File: src/rtl/fp_mult_result_fifo.sv
`default_nettype none
// ============================================================================
// Module   : fp_mult_result_fifo
// Purpose  : FWFT result FIFO behind the FP multiplier, with sticky exception
//            flags and a saturating accepted-result counter.
// Revision : 1.0 - initial release
// ============================================================================
module fp_mult_result_fifo #(
    parameter int DEPTH = 4,
    parameter int CNT_W = 16
) (
    input  logic                     d_clk,
    input  logic                     d_rst,
    input  logic                     in_valid,
    output logic                     in_ready,
    input  logic [31:0]              in_z,
    input  logic [7:0]               in_status,
    output logic                     out_valid,
    input  logic                     out_ready,
    output logic [31:0]              out_z,
    output logic [7:0]               out_status,
    output logic [7:0]               sticky_status,
    input  logic                     sticky_clr,
    output logic [$clog2(DEPTH):0]   level,
    output logic [CNT_W-1:0]         result_cnt,
    output logic                     cnt_sat
);

    localparam int                 c_PTR_W = $clog2(DEPTH);
    localparam int                 c_LVL_W = c_PTR_W + 1;
    localparam logic [c_LVL_W-1:0] c_FULL  = c_LVL_W'(DEPTH);

    logic [31:0]        r_z_mem [DEPTH];
    logic [7:0]         r_s_mem [DEPTH];
    logic [c_PTR_W-1:0] r_wr_ptr;
    logic [c_PTR_W-1:0] r_rd_ptr;
    logic [c_LVL_W-1:0] r_level;
    logic [7:0]         r_sticky;
    logic [CNT_W-1:0]   r_cnt;
    logic               w_push;
    logic               w_pop;

    // Flow control depends on occupancy only, so in_ready never combinationally follows out_ready
    assign in_ready  = (r_level != c_FULL);
    assign out_valid = (r_level != '0);
    assign w_push    = in_valid & in_ready;
    assign w_pop     = out_valid & out_ready;

    assign out_z         = out_valid ? r_z_mem[r_rd_ptr] : 32'h0;
    assign out_status    = out_valid ? r_s_mem[r_rd_ptr] : 8'h0;
    assign level         = r_level;
    assign sticky_status = r_sticky;
    assign result_cnt    = r_cnt;
    assign cnt_sat       = &r_cnt;

    // Storage is intentionally not reset; reads are masked while empty
    always_ff @(posedge d_clk) begin
        if (w_push) begin
            r_z_mem[r_wr_ptr] <= in_z;
            r_s_mem[r_wr_ptr] <= in_status;
        end
    end

    always_ff @(posedge d_clk or negedge d_rst) begin
        if (!d_rst) begin
            r_wr_ptr <= '0;
            r_rd_ptr <= '0;
            r_level  <= '0;
        end else begin
            if (w_push) begin
                r_wr_ptr <= r_wr_ptr + c_PTR_W'(1);
            end
            if (w_pop) begin
                r_rd_ptr <= r_rd_ptr + c_PTR_W'(1);
            end
            if (w_push && !w_pop) begin
                r_level <= r_level + c_LVL_W'(1);
            end else if (w_pop && !w_push) begin
                r_level <= r_level - c_LVL_W'(1);
            end
        end
    end

    always_ff @(posedge d_clk or negedge d_rst) begin
        if (!d_rst) begin
            r_sticky <= '0;
            r_cnt    <= '0;
        end else begin
            r_sticky <= (sticky_clr ? 8'h0 : r_sticky) | (w_push ? in_status : 8'h0);
            if (w_push && !(&r_cnt)) begin
                r_cnt <= r_cnt + CNT_W'(1);
            end
        end
    end

endmodule
`default_nettype wire
File: config.mk
export PLATFORM = sky130hd
export DESIGN_NAME = fp_mult_result_fifo
export DESIGN_NICKNAME = d
export VERILOG_FILES = /design/src/rtl/fp_mult_result_fifo.sv
export SDC_FILE = /design/constraint.sdc
export NUM_CORES = 1
export LEC_CHECK = 0
export CAP_MARGIN = 10
export CORE_MARGIN = 2
export CORE_UTILIZATION = 58
export DETAILED_ROUTE_END_ITERATION = 8
export PLACE_DENSITY_LB_ADDON = 0.15
export SLEW_MARGIN = 15
export SYNTH_ARGS = -nofsm -noshare
export SYNTH_HDL_FRONTEND = slang
export SYNTH_SLANG_ARGS = --single-unit
File: constraint.sdc
create_clock -name d_clk -period 6.19 [get_ports d_clk]
set_input_delay 1.238 -clock d_clk [delete_from_list [all_inputs] [get_ports d_clk]]
set_output_delay 1.238 -clock d_clk [all_outputs]
set_load 0.1 [all_outputs]
After elaboration in Yosys (flattened, before gate mapping)
Memories as Yosys holds them, arrays and structs flattened.
Cells that the tools add are included.

storage, ports and cells
  flip-flop bits (word level) = 31
  memory bits (writable) = 160
  input port bits = 45
  output and inout port bits = 70
  memories kept = 2

memory list
  name     depth  width  read ports  clocked after Yosys merged registers in  write ports  line  source
  r_z_mem  4      32     1           0                                        1            33    logic [31:0] r_z_mem [DEPTH];
  r_s_mem  4      8      1           0                                        1            34    logic [7:0] r_s_mem [DEPTH];

cells by class
  $add $sub $neg = 5
  equal/unequal tests = 1
  multiplexer cells = 8
  bitwise gates (word level) = 3
  reduce and logical (&&, ||, !) cells = 9

operators by type and width
  kind                                              count
  2-to-1 mux 32 bit                                 1
  2-to-1 mux 8 bit                                  3
  adder 16 x 1 -> 16 bit, second input constant     1
  AND reduction 16 bit                              1
  bitwise OR 8 bit                                  1
  2-to-1 mux 3 bit                                  2
  adder 2 x 1 -> 2 bit, second input constant       2
  adder 3 x 1 -> 3 bit, second input constant       1
  logical AND 1 bit                                 3
  logical NOT 1 bit                                 3
  != test 3 bit, second input constant              1
  nonzero test 3 bit                                1
  subtractor 3 x 1 -> 3 bit, second input constant  1
  AND 1 bit                                         2
  2-to-1 mux 1 bit                                  2
  nonzero test 2 bit                                1

Depth between registers and ports, before layout
  depth in word-level cells = 6
  depth in mapped cells = 11

Worst setup path before layout
OpenSTA, ideal clock, no wires.

  path type = register to output
  from = register r_level[0], in the netlist level[0]
  to = output out_status[0]
  arrival = 3239 ps
  data required time = 4952 ps
  setup slack = 1713 ps
  stages on the path, launching flop included = 5
  path through = dfrtp_1 or3_1 clkbuf_1 clkbuf_1 and2_1

between the ends
  longest elaborated chain between the ends = 2

RTL lines
  element                 line  source
  start, declared         37    logic [c_LVL_W-1:0] r_level;
  start signal, assigned  77    r_level <= r_level + c_LVL_W'(1);
  start signal, assigned  79    r_level <= r_level - c_LVL_W'(1);
  nonzero test 3 bit      45    assign out_valid = (r_level != '0);
  named net out_valid     18    output logic out_valid,
  2-to-1 mux 8 bit        50    assign out_status = out_valid ? r_s_mem[r_rd_ptr] : 8'h0;
  end, declared           21    output logic [7:0] out_status,

The timed path passes the listed nets, and every way through them passes these cells.

Worst setup path in the final report
  from = register r_rd_ptr[0]
  to = output out_z[6]

between the ends
  longest elaborated chain between the ends = 2

RTL lines
  element                 line  source
  start, declared         36    logic [c_PTR_W-1:0] r_rd_ptr;
  start signal, assigned  74    r_rd_ptr <= r_rd_ptr + c_PTR_W'(1);
  memory (4 x 32 bit)     --
  2-to-1 mux 32 bit       49    assign out_z = out_valid ? r_z_mem[r_rd_ptr] : 32'h0;
  end, declared           20    output logic [31:0] out_z,

Every way passes these cells.

==> out/metrics.yaml <==
status: "finished clean"
port_buffers: 114
cp.required_ns: 4.95
rows: 41
drcViolationCount: 0
max_freq_mhz: 225
gp_congestion: 0.738
grt_max_degree: 44
crit_family: "flip-flops"
hold_viol: 0
ys_seq_area_share_pct: 73.9
final_antenna_net_count: 0
slew-limit-headroom_pct: 27.9
ys_async_sr_fraction_pct: 16.2
holdCritPathClass: "reg2reg"
rsz0062_at_grt: "no"
area_delta_synth_final_pct: 25.3
dp_hpwl_mm: 8.14
skew_ns: 0.00923
die_area_um2: 14000
holdBufCountCts: 0
syn_inst: 397
min_period_ns: 4.44
grt_pass1_vias: 4100
tightest_slew_ns: 1.08
h-tree-depth: 4
cts_setup_buffers: 0
fin_crit_sh_pct: 71.7
syn-cell-area_um2: 7550
ys_types: 35
boundaryPins: 115
clk_pin_slew_ns: 0.06
clockRootBuffer: "clkbuf_16"
overflow: 0
fp.dieH_um: 118
drive_gt1_share_pct: 15.5
nNetsFinal: 567
cp_num_buf_inv: 1
drt_iter0_markers: 377
cp-start-kind: "register"
chipWidth_um: 118
slowest_delay_ns: 0.98
setup_tns_ns: 0
cts_buffers: 17
layout_commonest_cell: "edfxtp_1"
grt_pass1_wl_mm: 22.1
path_cells: "mux4_2, and2_1, clkdlybuf4s50_1"
ys_ff_latch: 191
initial_core_util_pct: 59.6
syn_area_per_cell_um2: 19.0
crit_path_end_kind: "output pin"
fp.coreArea_um2: 12700
max_cap_viol_count: 0
diodes: 0
vias: 3948
final-max-slew-violation-count: 0
clkLatencyLatePin_ns: 0.43
critPathSlowestCell: "dfrtp_4"
antenna_found_initial: 0
totalWireLength_mm: 13.6
worstPathMaxFanout: 42
most-common-layout-cells: "160 x edfxtp_1, 114 x clkdlybuf4s50_1, 41 x and2_1, 40 x mux4_2, 29 x dfrtp_1"
synth_flop_cell: "edfxtp_1"
dr.pass1.iters: 4
cts_sinks: 191
cts_resized: 0
cp.arrival_ns: 3.20
cts_tree: "yes"
grtUsageTotal_pct: 21.2
crit_type: "reg2out"
ys_warn_count: 0
wire_per_inst_um: 19.5
syn_nets: 449
vias_per_cell: 5.64
cts_max_path_buffers: 2
synth_edf_count: 160
setup_viol_count_final: 0
cells in the mapped netlist (all sizes together), types with 2 or more instances:
library cell	n	area (um2)
mux2	3	37.5
and3	6	37.5
clkbuf	6	22.5
nor4	4	40.0
buf	11	50.0
and4	3	26.3
inv	13	48.8
mux4	40	901
ha	6	75.1
edfxtp	160	4800
xnor2	4	35.0
nand3	4	20.0
and2	41	257
xor2	14	123
nor3b	2	15.0
nand2	16	62.6
dfrtp	31	776
nor2	4	17.5
nor4b	2	17.5
o21ai	10	50.0
nand4	6	52.6
nor3	5	25.0
sequential cells by signal, indices dropped and copies added, names as in the netlist:
| signal | cells |
|---|---|
| r_z_mem | 128 |
| r_rd_ptr | 2 |
| r_wr_ptr | 2 |
| r_s_mem | 32 |
| level | 3 |
| sticky_status | 8 |
| result_cnt | 16 |
per-stage QoR:
stage / cell area (um2) / instances / utilization [%] / hold slack [ns] / setup WS [ns]
global placement: 8860 / 668 / 69.9 / 0.488 / 2.16
CTS: 9470 / 700 / 74.7 / 0.502 / 1.67
global route: 9470 / 700 / 74.7 / 0.535 / 1.59
floorplan: 7550 / 397 / - / 0.562 / 1.71
finish: 9470 / 700 / 74.7 / 0.497 / 1.75
detailed placement: 8860 / 668 / 69.9 / 0.493 / 2.15
area by class of cell:
type	instances	area, um2
Multi-Input combinational cell	176	1860
Clock buffer	26	499
Inverter	13	48.8
Sequential cell	191	5590
Fill cell	787	3200
Tap cell	172	215
Clock inverter	6	105
Timing Repair Buffer	116	1160
final timing paths:
check | depth (start not counted) | slack [ns] | startpoint | to
setup / recovery | 3 | 1.75 | r_rd_ptr[0] | out_z[6]
hold / removal | 1 | 0.50 | level[2] | level[2]
setup reg to reg | 7 | 3.54 | level[1] | level[1]
hold reg to reg | 1 | 0.50 | level[2] | level[2]
max in group asynchronous | 2 | 4.65 | d_rst | r_rd_ptr[0]
min in group asynchronous | 2 | 1.21 | d_rst | sticky_status[2]
worst reg2reg max path: stages, from the launching register on:
cell,delay [ns]
dfrtp_1,0.44
or3b_1,0.55
nand2_2,0.23
inv_1,0.23
ha_1,0.31
inv_1,0.08
fa_1,0.42
mux2_2,0.28
routing by layer:
layer	routed length [um]	GRT usage, %	share of wire [%]	vias up
li1	-	-	-	1782
met1	5710	29.1	42	2002
met2	6790	33.1	50	149
met3	969	6.35	7.1	15
met4	178	7.08	1.3	0
met5	0	0	0	-
cells by family after synthesis:
kind of cell / after synthesis / share of synthesized area, %
compound gates: 12 / 0.861
xor+xnor: 18 / 2.09
fa+ha+maj: 7 / 1.26
buf+inv: 30 / 1.61
flops: 191 / 73.9
mux: 44 / 12.6
simple gates: 95 / 7.75
Power is not shown: default switching activity piles up to over one toggle a cycle in this logic, so the estimate is an artifact.
